--- src/rtl/pipeline_hazard_ctrl.sv ---
// pipeline_hazard_ctrl: hazard/sequencing controller for the 5-stage MIPS pipeline.
// Latency: all control outputs are combinational from shadow state and current inputs; the shadow
// scoreboard and stall counter update at the rising edge. d_busy freezes the whole pipe (backpressure).
//
// Ports:
//   clock, reset                 rising-edge clock, synchronous active-high reset
//   fd_insn/fd_valid/fd_rwe/
//   fd_rdst/fd_load/fd_uses_rt   decoded attributes of the instruction in F/D
//   x_do_branch                  taken branch/jump resolved in execute
//   d_busy                       data memory busy; freezes the pipe
//   stall, dx_bubble, fd_flush,
//   freeze                       pipeline sequencing controls
//   fwd_a_sel, fwd_b_sel         execute operand bypass selects (00 RF, 01 MX, 10 WX)
//   stall_cycles                 saturating count of stalled cycles
//
// Build option: PIPELINE_HAZARD_CTRL_DELAY_SLOT_EN -- when defined the instruction in F/D at a taken
// branch is an architectural delay slot and is never flushed.
module pipeline_hazard_ctrl #(
  parameter int CNT_W = 16
) (
  input  logic             clock,
  input  logic             reset,
  input  logic [31:0]      fd_insn,
  input  logic             fd_valid,
  input  logic             fd_rwe,
  input  logic             fd_rdst,
  input  logic             fd_load,
  input  logic             fd_uses_rt,
  input  logic             x_do_branch,
  input  logic             d_busy,
  output logic             stall,
  output logic             dx_bubble,
  output logic             fd_flush,
  output logic             freeze,
  output logic [1:0]       fwd_a_sel,
  output logic [1:0]       fwd_b_sel,
  output logic [CNT_W-1:0] stall_cycles
);

  // One shadow scoreboard entry per pipeline register.
  typedef struct packed {
    logic       v;
    logic       we;
    logic       ld;
    logic [4:0] dst;
    logic [4:0] rs;
    logic [4:0] rt;
    logic       use_rt;
  } entry_t;

  localparam logic [1:0] SEL_RF = 2'b00;
  localparam logic [1:0] SEL_MX = 2'b01;
  localparam logic [1:0] SEL_WX = 2'b10;

  entry_t dx_q, xm_q, mw_q;
  entry_t dx_d, xm_d, mw_d;
  entry_t fd_ent;

  logic [CNT_W-1:0] cnt_q, cnt_d;
  logic [4:0]       fd_rs, fd_rt, fd_dst;
  logic             lu, sq;

  // Opcode, shamt and funct fields carry no hazard information here.
  logic unused_bits;
`ifdef PIPELINE_HAZARD_CTRL_DELAY_SLOT_EN
  assign unused_bits = ^{fd_insn[31:26], fd_insn[10:0], x_do_branch};
`else
  assign unused_bits = ^{fd_insn[31:26], fd_insn[10:0]};
`endif

  function automatic logic match_f(entry_t s, logic [4:0] r);
    return s.v & s.we & (s.dst == r);
  endfunction

  // MX is checked first so the youngest producer wins. A load sitting in X/M has no data yet
  // on aluOut_XM, so it is never an MX source.
  function automatic logic [1:0] sel_f(entry_t xm, entry_t mw, logic [4:0] r);
    if (match_f(xm, r) && !xm.ld) return SEL_MX;
    else if (match_f(mw, r))      return SEL_WX;
    else                          return SEL_RF;
  endfunction

  // Decode the F/D instruction into a scoreboard entry; r0 is never a real destination.
  always_comb begin
    fd_rs         = fd_insn[25:21];
    fd_rt         = fd_insn[20:16];
    fd_dst        = fd_rdst ? fd_insn[15:11] : fd_insn[20:16];
    fd_ent        = '0;
    fd_ent.v      = fd_valid;
    fd_ent.we     = fd_rwe & (fd_dst != 5'd0);
    fd_ent.ld     = fd_load;
    fd_ent.dst    = fd_dst;
    fd_ent.rs     = fd_rs;
    fd_ent.rt     = fd_rt;
    fd_ent.use_rt = fd_uses_rt;
  end

  always_comb begin
    lu = dx_q.ld & (match_f(dx_q, fd_rs) | (fd_uses_rt & match_f(dx_q, fd_rt))) & fd_valid;
`ifdef PIPELINE_HAZARD_CTRL_DELAY_SLOT_EN
    sq = 1'b0;
`else
    sq = x_do_branch & ~d_busy;
`endif
  end

  // Sequencing priority: memory busy, then branch squash, then load-use.
  always_comb begin
    stall     = 1'b0;
    dx_bubble = 1'b0;
    fd_flush  = 1'b0;
    freeze    = 1'b0;
    dx_d      = fd_ent;
    xm_d      = dx_q;
    mw_d      = xm_q;
    if (d_busy) begin
      freeze = 1'b1;
      stall  = 1'b1;
      dx_d   = dx_q;
      xm_d   = xm_q;
      mw_d   = mw_q;
    end else if (sq) begin
      // The wrong-path instruction in F/D is dropped and the target is fetched next.
      fd_flush  = 1'b1;
      dx_bubble = 1'b1;
      dx_d      = '0;
    end else if (lu) begin
      stall     = 1'b1;
      dx_bubble = 1'b1;
      dx_d      = '0;
    end
  end

  // Bypass selects come from registered state only.
  always_comb begin
    fwd_a_sel = SEL_RF;
    fwd_b_sel = SEL_RF;
    if (dx_q.v) begin
      fwd_a_sel = sel_f(xm_q, mw_q, dx_q.rs);
      if (dx_q.use_rt) fwd_b_sel = sel_f(xm_q, mw_q, dx_q.rt);
    end
  end

  // Saturating stall counter.
  always_comb begin
    cnt_d = cnt_q;
    if (stall && (cnt_q != {CNT_W{1'b1}})) cnt_d = cnt_q + 1'b1;
  end

  always_ff @(posedge clock) begin
    if (reset) begin
      dx_q  <= '0;
      xm_q  <= '0;
      mw_q  <= '0;
      cnt_q <= '0;
    end else begin
      dx_q  <= dx_d;
      xm_q  <= xm_d;
      mw_q  <= mw_d;
      cnt_q <= cnt_d;
    end
  end

  assign stall_cycles = cnt_q;

endmodule

--- config.mk ---
export PLATFORM = sky130hd
export DESIGN_NAME = pipeline_hazard_ctrl
export DESIGN_NICKNAME = d
export VERILOG_FILES = /design/src/rtl/pipeline_hazard_ctrl.sv
export SDC_FILE = /design/constraint.sdc
export NUM_CORES = 1
export LEC_CHECK = 0
export ABC_CLOCK_PERIOD_IN_PS = 3180
export CAP_MARGIN = 20
export CORE_ASPECT_RATIO = 1.25
export CORE_MARGIN = 4
export CORE_UTILIZATION = 23
export DETAILED_ROUTE_END_ITERATION = 10
export HOLD_SLACK_MARGIN = 0.03
export PLACE_DENSITY = 0.51
export SYNTH_ARGS = -nofsm -noshare
export SYNTH_HDL_FRONTEND = slang
export SYNTH_SLANG_ARGS = --single-unit
--- constraint.sdc ---
create_clock -name clock -period 3.18 [get_ports clock]
set_clock_uncertainty 0.2 [all_clocks]
set_input_delay 0.318 -clock clock [delete_from_list [all_inputs] [get_ports clock]]
set_output_delay 0.318 -clock clock [all_outputs]
set_load 0.02 [all_outputs]
==> out/results.txt <==
Register bit total from synthesis -> 50
Worst r2r dst -> stall_cycles[15]
Commonest cells after routing, fill and taps aside -> 50 x dfxtp_1, 47 x clkdlybuf4s50_1, 30 x nor2_1
Hold Crit Depth -> 2
Setup Buffers After CTS -> 0
Final WL -> 7.03 mm
Syn nets -> 324
Post-cts resize count -> 0
I/O pin total -> 65
Worst Setup End Kind -> output port
Status -> finished clean
Hold Path Sink -> xm_q[16]
Final GP Congestion -> 0.806
Max IR drop VDD -> 0.220 mV
Hold Crit Class -> register to register
Final HPWL DP -> 5.33 mm
Max Fclk -> 342 MHz
Hold Fails Final Rpt -> 0
DIE WIDTH -> 105 µm
Drt drc -> 0
HP Start -> xm_q[16]
Clock transition at the registers of the reported paths -> 0.06 ns
Vias in the first global route -> 2336
Setup-failing EPs final -> 0
Routed wire per std cell -> 15.0 µm
Unique cell type count in the Yosys netlist -> 49
Leak -> 1.33 nW
Final Total Pwr -> 1.44 mW
CORE AREA -> 11200 µm²
Die area -> 13500 µm²
CP Data Arrival Time -> 2.41 ns
Die Ht -> 129 µm
Min cycle time layout -> 2.92 ns
FF-to-FF setup slack -> 0.77 ns
First-pass GRT wire length -> 11.7 mm
WS Path Type -> primary input to output port
Worst-skew pair later-pin latency -> 0.29 ns
Fin util -> 31.1%
Gr ovfl total -> 0
Vias per inst -> 4.88
Fin Setup TNS -> 0 ns
Critical path required time -> 2.66 ns
Tot GR Track Use -> 10.8%
Worst slew margin -> 67.4%
Initial antenna violation count -> 0
Root buffer cell -> clkbuf_16
Power Density -> 410 nW/µm²
Synth Flop Type -> dfxtp_1
RSZ-0062 raised after global routing -> no
Post-synthesis cell area -> 2690 µm²
Clk sinks -> 50
Mapped Avg Cell Area -> 9.52 µm²
CTS H-Tree Depth -> 2
Antenna diodes -> 0
Routed Antenna Nets -> 0
Finished Cell Area -> 3500 µm²
Commonest non-fill, non-tap cell in the layout -> dfxtp_1
CTS max path bufs -> 2
Number of synthesized flops with an enable pin -> 0
Yosys warnings -> 0
Worst-margin pin slew -> 0.487 ns
Max Slew Vio Count -> 0
Std cell rows -> 43
CTS hold repair buffers -> 0
CTS Buf Count -> 5
Via count -> 2283
Post-synthesis sequential area ratio -> 37.3%
Largest net degree at the start of global routing -> 28
Cell count after synthesis -> 282
Nets -> 375
Reg2reg start -> dx_q[11]
Max-cap violations -> 0
CP max FO -> 4
Dpl cell area -> 3330 µm²
Starting Density -> 23.9%
CTS tree -> yes
Crit share post-route -> 91.9%
Share of cells above drive strength 1 -> 14.1%
Worst r2r path cells -> 6
IO Port Bufs -> 47
Area growth from synthesis to layout -> 30.3%
First-pass DRT Iterations -> 4
Setup crit start kind -> primary input
Initial DRC Count -> 103
Async S/R FF share, synth -> 0%
-- per-stage QoR --
step	hold slack, ns	setup WS, ns	instances
6_report	0.289	0.256	468
4_1_cts	0.297	0.221	468
3_5_place_dp	0.279	0.235	461
3_3_place_gp	0.274	0.251	461
2_1_floorplan	0.244	1.08	282
5_1_grt	0.330	0.119	468
-- layout make-up --
cell class                 instances  area [µm²]
clock inverter                     1        30.0
clock buffer                       6         139
multi-input combinational        210        1580
tap                              135         169
timing repair buffer              57         546
inverter                           9        33.8
fill                            1168        7740
sequential                        50        1000
-- where the power goes --
| group | internal (mW) | switching, mW | total (mW) |
|---|---|---|---|
| clock network | 0.388 | 0.224 | 0.612 |
| registers | 0.642 | 0.0191 | 0.661 |
| logic | 0.0837 | 0.0788 | 0.162 |
-- kinds of logic after synthesis --
family,count (synthesis),share of synthesized area [%]
mux,29,11.4
simple gates,98,19.0
xor+xnor,30,10.9
compound gates,52,17.1
fa+ha+maj,1,0.466
buf+inv,22,3.82
flops,50,37.3
-- worst max path at each step --
stage | startpoint | endpoint | slack, ns | cells past startpoint
global route | fd_insn[16] | dx_bubble | 0.12 | 7
global placement | fd_insn[17] | dx_bubble | 0.25 | 7
finish | fd_insn[16] | dx_bubble | 0.26 | 7
floorplan | stall_cycles[0] | stall_cycles[7] | 1.08 | 6
CTS | fd_insn[17] | dx_bubble | 0.22 | 7
detailed placement | fd_insn[17] | dx_bubble | 0.24 | 7
-- per-layer routing --
metal  global-route usage [%]  vias up  wire length (µm)
met2                     18.8       59              3370
met3                     2.36       17               301
met4                     5.79        0               289
met1                     12.6     1076              3070
met5                        0        -                 0
li1                         -     1131                 -
-- synthesized netlist by cell type (2+ instances only) --
master / number / share of area [%]
or4_1: 3 / 0.84
a22o_2: 5 / 1.9
dfxtp_1: 50 / 37
a21oi_1: 8 / 1.5
a221oi_1: 2 / 0.65
nand2_1: 13 / 1.8
xor2_1: 12 / 3.9
a32o_1: 2 / 0.75
nor4_1: 4 / 0.93
and2_1: 4 / 0.93
o21ai_0: 3 / 0.56
clkbuf_1: 5 / 0.70
nor2b_1: 10 / 2.3
a2111oi_0: 2 / 0.65
a31oi_1: 2 / 0.47
and3_1: 9 / 2.1
buf_1: 4 / 0.56
a211oi_1: 4 / 1.1
o31ai_1: 2 / 0.56
nand3b_1: 2 / 0.56
inv_1: 9 / 1.3
nor2_1: 30 / 4.2
xnor2_2: 4 / 2.4
nand4_1: 7 / 1.6
mux2_2: 13 / 5.5
nand3_1: 6 / 1.1
xnor2_1: 14 / 4.6
buf_6: 2 / 0.84
mux2i_1: 16 / 6.0
nor3_1: 6 / 1.1
a22o_1: 11 / 3.6
-- flip-flops by register name (all words and copies together) (netlist names) --
name / flops
mw_q: 7
xm_q: 8
stall_cycles: 16
dx_q: 19
-- worst max-delay path: stages --
cell and delay (ns):
clkdlybuf4s50_1 0.47, xnor2_1 0.32, nand3_1 0.15, o22ai_2 0.26
a21oi_1 0.15, nor2_1 0.11, clkdlybuf4s50_1 0.62
No activity file was read; power rests on OpenSTA's default activity.
